==> src/rtl/demux4_pkg.sv <==
// Shared types and channel constants for the 1-to-4 stream demultiplexer.
package demux4_pkg;
  typedef logic [1:0] chan_sel_t;

  localparam chan_sel_t CH0 = 2'd0;
  localparam chan_sel_t CH1 = 2'd1;
  localparam chan_sel_t CH2 = 2'd2;
  localparam chan_sel_t CH3 = 2'd3;
  localparam int        NCH = 4;
endpackage

==> src/rtl/demux4_slot.sv <==
// One-entry output register for a single demux channel.
// Optional completed-transfer counter is built when DEMUX4_CNT_EN is defined.
module demux4_slot
  import demux4_pkg::*;
#(
  parameter int N  = 4,
  parameter int CW = 8
) (
  input  logic          clk,
  input  logic          reset,
  input  logic          load,
  input  logic          drain,
  input  logic [N-1:0]  din,
  output logic [N-1:0]  q,
  output logic          valid,
  output logic          ready_up,
  output logic [CW-1:0] cnt
);

  // A draining slot can take a new word in the same cycle, so no bubble.
  assign ready_up = ~valid | drain;

  always_ff @(posedge clk or posedge reset) begin
    if (reset) begin
      q     <= '0;
      valid <= 1'b0;
    end else if (load) begin
      q     <= din;
      valid <= 1'b1;
    end else if (drain) begin
      valid <= 1'b0;
    end
  end

`ifdef DEMUX4_CNT_EN
  logic hs;
  assign hs = valid & drain;

  always_ff @(posedge clk or posedge reset) begin
    if (reset)   cnt <= '0;
    else if (hs) cnt <= cnt + 1'b1;
  end
`else
  assign cnt = '0;
`endif

endmodule

==> src/rtl/demux4_stream.sv <==
// 1-to-4 stream demultiplexer: steers each accepted word to the channel tagged by s.
// Per-channel transfer counters are enabled with DEMUX4_CNT_EN.
module demux4_stream
  import demux4_pkg::*;
#(
  parameter int N  = 4,
  parameter int CW = 8
) (
  input  logic          clk,
  input  logic          reset,
  input  logic          in_valid,
  output logic          in_ready,
  input  logic [N-1:0]  d,
  input  logic [1:0]    s,
  output logic [N-1:0]  y0,
  output logic [N-1:0]  y1,
  output logic [N-1:0]  y2,
  output logic [N-1:0]  y3,
  output logic          v0,
  output logic          v1,
  output logic          v2,
  output logic          v3,
  input  logic          r0,
  input  logic          r1,
  input  logic          r2,
  input  logic          r3,
  output logic [CW-1:0] cnt0,
  output logic [CW-1:0] cnt1,
  output logic [CW-1:0] cnt2,
  output logic [CW-1:0] cnt3
);

  chan_sel_t                   sel;
  logic [NCH-1:0]              ld, rdy, vld, rr;
  logic [NCH-1:0][N-1:0]       yq;
  logic [NCH-1:0][CW-1:0]      cq;

  assign sel      = s;
  assign rr       = {r3, r2, r1, r0};
  // Only the addressed channel gates acceptance; r->in_ready is combinational.
  assign in_ready = rdy[sel];

  for (genvar i = 0; i < NCH; i++) begin : g_ch
    assign ld[i] = in_valid & in_ready & (sel == chan_sel_t'(i));

    demux4_slot #(.N(N), .CW(CW)) u_slot (
      .clk      (clk),
      .reset    (reset),
      .load     (ld[i]),
      .drain    (rr[i]),
      .din      (d),
      .q        (yq[i]),
      .valid    (vld[i]),
      .ready_up (rdy[i]),
      .cnt      (cq[i])
    );
  end

  assign y0 = yq[CH0];
  assign y1 = yq[CH1];
  assign y2 = yq[CH2];
  assign y3 = yq[CH3];

  assign v0 = vld[CH0];
  assign v1 = vld[CH1];
  assign v2 = vld[CH2];
  assign v3 = vld[CH3];

  assign cnt0 = cq[CH0];
  assign cnt1 = cq[CH1];
  assign cnt2 = cq[CH2];
  assign cnt3 = cq[CH3];

endmodule

==> config.mk <==
export PLATFORM = sky130hd
export DESIGN_NAME = demux4_stream
export DESIGN_NICKNAME = d
export VERILOG_FILES = /design/src/rtl/demux4_pkg.sv /design/src/rtl/demux4_slot.sv /design/src/rtl/demux4_stream.sv
export SDC_FILE = /design/constraint.sdc
export NUM_CORES = 1
export LEC_CHECK = 0
export ABC_AREA = 1
export CAP_MARGIN = 25
export CORE_UTILIZATION = 41
export DETAILED_ROUTE_END_ITERATION = 8
export PLACE_DENSITY = 0.95
export SLEW_MARGIN = 10
export SYNTH_ARGS = -nofsm -noshare
export SYNTH_HDL_FRONTEND = slang
export SYNTH_SLANG_ARGS = --single-unit
==> constraint.sdc <==
create_clock -name clk -period 2.67 [get_ports clk]
set_clock_uncertainty 0.1 [all_clocks]
set_input_delay 0.4005 -clock clk [delete_from_list [all_inputs] [get_ports clk]]
set_output_delay 0.4005 -clock clk [all_outputs]
set_load 0.02 [all_outputs]
# Word level (Yosys, flattened, before mapping)
# Cells that the tools add are included.
# word_totals
out_inout_bits	53
register_bits	20
word_cells	40
inputBits	13
# classes
n_lt_le_gt_ge	1
reduce_logical	5
n_eq_ne	3
mux	10
n_bitwise	13
# op_table
operator	count
2-to-1 mux 1 bit	9
nonzero test 2 bit	4
AND 1 bit	5
equality test 2 bit, second input constant	2
inverter 1 bit	4
bitwise OR 1 bit	4
less-than comparator 2 x 3 -> 1 bit, second input constant	1
binary-select mux 1 bit (select 2 bit)	1
equality test 2 x 1 -> 1 bit, second input constant	1
zero test 2 bit	1

# Logic depth before layout (Yosys ltp)
# Gate-level depths: netlist of run 1.
# logic_depth
depth_word	7
mapped_depth	9
depth_no_buf	8

# Modules after synthesis
# Synthesis of run 1 repeated with hierarchy kept, for this count alone.
# hier_totals
cells_unflattened	144
area_unflattened_um2	1106.1
# by_module_without_submodules
module	cells_each	seq_area_each_um2	n_inst	area_each_um2
demux4_slot	31	125.1	4	252.7
demux4_stream	20	0.0	1	95.1

# Worst setup path after synthesis of run 1
# No wires, ideal clock.
# synth_timing
path_type	register to output
start	register g_ch[0].u_slot.valid
end	output in_ready
required_time_ns	2.169
path_stages_with_launch	7
slack_ns	1.134
path_buffers	1
t_arrival_ns	1.036
cell_sequence	dfrtp_1 -> inv_1 -> nor2_1 -> nand2_1 -> nand2_1 -> nor2_2 -> buf_2
# synth_between
elab_chain_len	4
# synth_rtl
item	line_no	rtl
from (decl)	demux4_slot.sv:15	output logic valid,
from (signal assigned)	demux4_slot.sv:26	valid <= 1'b0;
from (signal assigned)	demux4_slot.sv:29	valid <= 1'b1;
from (signal assigned)	demux4_slot.sv:31	valid <= 1'b0;
inverter 1 bit	demux4_slot.sv:21	assign ready_up = ~valid | drain;
bitwise OR 1 bit	demux4_slot.sv:21	
binary-select mux 1 bit (select 2 bit)	demux4_stream.sv:41	assign in_ready = rdy[sel];
2-to-1 mux 1 bit (not written as such)	demux4_stream.sv:41	
to (decl)	demux4_stream.sv:12	output logic in_ready,
# Every way passes these cells. The select of a mux whose other input is x is not followed.

# Final worst setup path of run 1
# layout_timing
start	input s[1]
end	output in_ready
# layout_between
elab_chain_len	2
# layout_rtl
item	line_no	rtl
from (decl)	demux4_stream.sv:14	input logic [1:0] s,
binary-select mux 1 bit (select 2 bit)	demux4_stream.sv:41	
2-to-1 mux 1 bit (not written as such)	demux4_stream.sv:41	
# Every way passes these cells. The select of a mux whose other input is x is not followed.

==> impl_metrics.env, run 1 <==
export IMPL_finalMaxSlewViolations=0
export IMPL_diodes=0
export IMPL_dieHeight_um=55.2
export IMPL_whs_ps=382
export IMPL_multi_input_area_um2=482
export IMPL_grt_max_degree=21
export IMPL_path_class="input pin to output pin"
export IMPL_cts_htree_levels=1
export IMPL_tns_ps=0
export IMPL_grt_pass1_vias=748
export IMPL_die_w_um=55.2
export IMPL_post_place_ws_ps=229
export IMPL_cts_hold_buf=0
export IMPL_fin_cells=201
export IMPL_total_power_mw=0.843
export IMPL_globalplace_congestion=0.845
export IMPL_end_kind="output pin"
export IMPL_fill_cells=242
export IMPL_clock_tree_root_cell="clkbuf_4"
export IMPL_p_leak_nw=0.731
export IMPL_cts_tree="yes"
export IMPL_area_growth_pct=23.4
export IMPL_ys_ff_latch=20
export IMPL_dpl_cell_area_um2=1410
export IMPL_nets=186
export IMPL_status="finished, final reports clean"
export IMPL_wl_per_cell_um=10.5
export IMPL_final_seq_area_um2=500
export IMPL_first_pass_iters=4
export IMPL_dp_hpwl_mm=1.69
export IMPL_crit_fanout=6
export IMPL_holdPathStages=2
export IMPL_initial_core_util=0.452
export IMPL_timing_final_ws_setup_ps=235
export IMPL_port_buffers=33
export IMPL_max_cap_viol_count=0
export IMPL_cts_buffers=3
export IMPL_cts_sinks=20
export IMPL_power_density_nw_per_um2=588
export IMPL_final_util=0.558
export IMPL_ant_nets=0
export IMPL_vias=891
export IMPL_cp_data_arrival_time_ps=1930
export IMPL_overflow=0
export IMPL_dp_cells=198
export IMPL_max_freq_mhz=411
export IMPL_grt_pass1_wl_mm=3.48
export IMPL_syn_area_per_cell_um2=8.54
export IMPL_post_route_drc_count=0
export IMPL_layout_drive_gt1_share=0.0760
export IMPL_rows=18
export IMPL_post_synth_inst_count=136
export IMPL_crit_required_ps=2170
export IMPL_worst_pin_slew_ps=716
export IMPL_fin_crit_ps=2440
export IMPL_ir_worst_vdd_v=0.000455
export IMPL_ys_warn_count=0
export IMPL_cts_resized=0
export IMPL_boundaryPins=66
export IMPL_design_area_um2=1430
export IMPL_postCtsSetupBuffers=0
export IMPL_yosysSeqAreaShare=0.431
export IMPL_finalSetupViolations=0
export IMPL_mappedNetlistArea_um2=1160
export IMPL_post_route_period_util=0.912
export IMPL_rsz0062_at_grt="false"
export IMPL_die_area_um2=3050
export IMPL_core_area_um2=2570
export IMPL_start_kind="input pin"
export IMPL_initialDrtViolationCount=34
export IMPL_clkTransAtPathRegs_ps=90
export IMPL_hold_viol=0
export IMPL_grt_usage=0.145
export IMPL_clk_path_buf_depth=2
export IMPL_antenna_found_initial=0
export IMPL_hold_class="flip-flop to flip-flop"
export IMPL_via_per_inst=4.43
export IMPL_clock_latency_ps=290
export IMPL_slew_headroom=0.522
export IMPL_wl_mm=2.12
export IMPL_synthDistinctLibCells=14
export IMPL_r2r_cells=9
[final cells by class]
class	count	area share
Sequential cell	20	0.349
Tap cell	30	0.0262
Inverter	8	0.0210
Timing Repair Buffer	37	0.252
Clock buffer	3	0.0157
Multi-Input combinational cell	103	0.336
[layout by cell type (no fill, tap or decap)]
cell             count
clkdlybuf4s50_1     33
inv_1                8
dfrtp_1             20
conb_1              32
nand3_1              1
buf_4                4
clkbuf_4             3
nand4_1             16
nor2_1               5
nand2_1             39
nand3_4              3
o21ai_0              4
nor2_2               3
[synth_stat cells]
cell type	number	area [um^2]
buf_6	1	11.3
nand4_1	16	100
o21ai_0	4	20.0
buf_2	2	10.0
dfrtp_1	20	500
nand2_1	39	146
nand3_1	1	5.00
nor2_2	3	18.8
clkbuf_1	1	3.75
nand3_4	3	52.6
conb_1	1	3.75
nor2_1	5	18.8
inv_1	8	30.0
buf_4	32	240
[final timing paths]
| path | startpoint | end | slack (ps) |
|---|---|---|---|
| min | g_ch[1].u_slot.q[1] | g_ch[1].u_slot.q[1] | 380 |
| max | s[1] | in_ready | 230 |
| max reg2reg | g_ch[0].u_slot.valid | g_ch[0].u_slot.q[3] | 1090 |
| min reg2reg | g_ch[1].u_slot.q[1] | g_ch[1].u_slot.q[1] | 380 |
| max in group asynchronous | reset | g_ch[1].u_slot.valid | 1590 |
| min in group asynchronous | reset | g_ch[0].u_slot.valid | 420 |
[worst max-delay path: stages]
cell             delay [ps]
clkdlybuf4s50_1         460
nand2_1                  90
inv_1                   110
nand2_1                  90
nand2_1                  60
nor2_2                  100
clkdlybuf4s50_1         610
[metal layers]
metal / routed length (um) / track usage / part of all wire / vias to the layer above
met2: 1070 / 0.222 / 0.50 / 41
li1: - / - / - / 448
met3: 155 / 0.0539 / 0.073 / 0
met4: 0 / 0.0286 / 0 / 0
met1: 892 / 0.196 / 0.42 / 402
met5: 0 / 0 / 0 / -
[sequential cells by signal, summed over array words and instances (netlist names)]
name               flops
g_ch.u_slot.q         16
g_ch.u_slot.valid      4
[power by group]
part	internal (mW)	switching, mW	leakage, nW
combinational	0.136	0.193	0.465
sequential	0.355	0.0279	0.252
clock	0.0525	0.0789	0.0138
total	0.543	0.300	0.731
[kinds of logic after synthesis]
family | count (synthesis) | share of synthesized area
buf+inv | 44 | 0.254
flops | 20 | 0.431
compound gates | 4 | 0.0172
simple gates | 67 | 0.294
other cells | 1 | 0.00323
No activity file was read; power rests on OpenSTA's default activity.
==> inputs of run 2 (changes only) <==
--- a/config.mk
+++ b/config.mk
@@ -7,9 +7,9 @@
 export LEC_CHECK = 0
 export ABC_AREA = 1
 export CAP_MARGIN = 25
-export CORE_UTILIZATION = 41
+export CORE_UTILIZATION = 35
 export DETAILED_ROUTE_END_ITERATION = 8
-export PLACE_DENSITY = 0.95
+export PLACE_DENSITY = 0.85
 export SLEW_MARGIN = 10
 export SYNTH_ARGS = -nofsm -noshare
 export SYNTH_HDL_FRONTEND = slang
==> constraint.sdc (replaced) <==
create_clock -name clk -period 2.67 [get_ports clk]
set_clock_uncertainty 0.1 [all_clocks]
set_input_delay 0.4005 -clock clk [delete_from_list [all_inputs] [get_ports clk]]
set_output_delay 0.4005 -clock clk [all_outputs]
set_load 0.01 [all_outputs]
==> impl_metrics.env, run 2 (synthesis results as in run 1) <==
export IMPL_status="finished, final reports clean"
export IMPL_path_class="input pin to output pin"
export IMPL_max_freq_mhz=416
export IMPL_end_kind="output pin"
export IMPL_grt_pass1_vias=833
export IMPL_core_area_um2=3100
export IMPL_cts_resized=0
export IMPL_final_common_cell="nand2_1"
export IMPL_layout_drive_gt1_share=0.0760
export IMPL_diodes=0
export IMPL_rows=20
export IMPL_p_leak_nw=0.731
export IMPL_finalSetupViolations=0
export IMPL_area_growth_pct=24.9
export IMPL_globalplace_congestion=0.822
export IMPL_cts_tree="yes"
export IMPL_post_route_drc_count=0
export IMPL_worst_pin_slew_ps=708
export IMPL_wl_mm=2.34
export IMPL_path_buf_inv=2
export IMPL_ir_worst_vdd_v=0.000246
export IMPL_clkTransAtPathRegs_ps=100
export IMPL_hold_class="flip-flop to flip-flop"
export IMPL_dp_hpwl_mm=1.83
export IMPL_cts_htree_levels=1
export IMPL_largest_register_ffs=16
export IMPL_dieHeight_um=59.6
export IMPL_final_seq_area_um2=500
export IMPL_nets=186
export IMPL_final_cell_mix="39 x nand2_1, 33 x clkdlybuf4s50_1, 32 x conb_1, 20 x dfrtp_1, 16 x nand4_1"
export IMPL_post_route_period_util=0.899
export IMPL_die_w_um=59.6
export IMPL_grt_pass1_wl_mm=3.76
export IMPL_final_util=0.467
export IMPL_clock_latency_ps=300
export IMPL_cts_hold_buf=0
export IMPL_finalMaxSlewViolations=0
export IMPL_cp_cell_sequence="clkdlybuf4s50_1, nor2_1, nand2_1, nand2_1, nor2_2, clkdlybuf4s50_1"
export IMPL_cp_top_family="buffers and inverters"
export IMPL_grt_max_degree=21
export IMPL_cp_slowest_cell="clkdlybuf4s50_1"
export IMPL_cts_sinks=20
export IMPL_fill_cells=319
export IMPL_tns_ps=0
export IMPL_dpl_cell_area_um2=1430
export IMPL_postCtsSetupBuffers=0
export IMPL_power_density_nw_per_um2=548
export IMPL_slew_headroom=0.527
export IMPL_multi_input_area_um2=482
export IMPL_cp_data_arrival_time_ps=1900
export IMPL_clock_tree_root_cell="clkbuf_4"
export IMPL_crit_required_ps=2170
export IMPL_port_buffers=33
export IMPL_overflow=0
export IMPL_hold_viol=0
export IMPL_boundaryPins=66
export IMPL_clk_path_buf_depth=2
export IMPL_reg_top3="g_ch.u_slot.q: 16 flops, g_ch.u_slot.valid: 4 flops"
export IMPL_die_area_um2=3550
export IMPL_rsz0062_at_grt="false"
export IMPL_regMostFlops="g_ch.u_slot.q"
export IMPL_wl_per_cell_um=10.9
export IMPL_grt_usage=0.143
export IMPL_via_per_inst=4.23
export IMPL_vias=909
export IMPL_ant_nets=0
export IMPL_cts_buffers=3
export IMPL_antenna_found_initial=0
export IMPL_fin_crit_ps=2400
export IMPL_crit_fanout=6
export IMPL_initial_core_util=0.374
export IMPL_max_cap_viol_count=0
export IMPL_first_pass_iters=4
export IMPL_max_stage_delay_ps=470
export IMPL_design_area_um2=1450
export IMPL_initialDrtViolationCount=21
export IMPL_start_kind="input pin"
-- run 2: cell counts in the layout (fill, tap and decap cells not counted) --
No cell type changed its count.
-- run 2: layer usage --
layer / vias to the layer above / global-route usage / wire length, um
met5: - / 0 / 0
met4: 0 / 0.0399 / 31
met3: 5 / 0.0306 / 132
met2: 38 / 0.241 / 1140
met1: 416 / 0.184 / 1030
li1: 450 / - / -
-- run 2: metrics by stage --
stage / worst slack [ps] / cells / power, mW / hold slack, ps
2_1_floorplan: 1160 / 167 / 0.542 / 264
3_3_place_gp: 324 / 212 / 0.653 / 357
3_5_place_dp: 283 / 212 / 0.660 / 362
4_1_cts: 278 / 215 / 0.801 / 389
5_1_grt: 167 / 215 / 0.844 / 403
6_report: 269 / 215 / 0.794 / 389
-- run 2: area by class of cell --
class | instances | area share
multi-input cells | 103 | 0.332
repair buffers | 37 | 0.248
well taps | 44 | 0.0380
inverters | 8 | 0.0207
clock buffers | 3 | 0.0155
flip-flops and latches | 20 | 0.345
-- run 2: path summary, 6_finish.rpt --
kind / from / to / slack, ps / depth (start not counted)
min in group asynchronous: reset / g_ch[0].u_slot.q[3] / 410 / 2
setup reg to reg: g_ch[0].u_slot.valid / g_ch[0].u_slot.q[0] / 1100 / 9
hold / removal: g_ch[3].u_slot.q[0] / g_ch[3].u_slot.q[0] / 390 / 2
hold reg to reg: g_ch[3].u_slot.q[0] / g_ch[3].u_slot.q[0] / 390 / 2
max in group asynchronous: reset / g_ch[2].u_slot.q[0] / 1620 / 2
setup / recovery: s[0] / in_ready / 270 / 6
-- run 2: where the power goes --
| group | total (mW) | internal, mW | switching (mW) |
|---|---|---|---|
| Combinational | 0.269 | 0.135 | 0.133 |
| Sequential | 0.384 | 0.355 | 0.0296 |
| Clock | 0.141 | 0.0526 | 0.0889 |
-- run 2: worst reg2reg max path: stages (launching register included) --
cell	delay [ps]
dfrtp_1	390
inv_1	70
nor2_1	40
nand2_1	60
nand2_1	70
nor2_2	120
buf_4	260
nand3_1	200
nand2_1	110
nand2_1	60
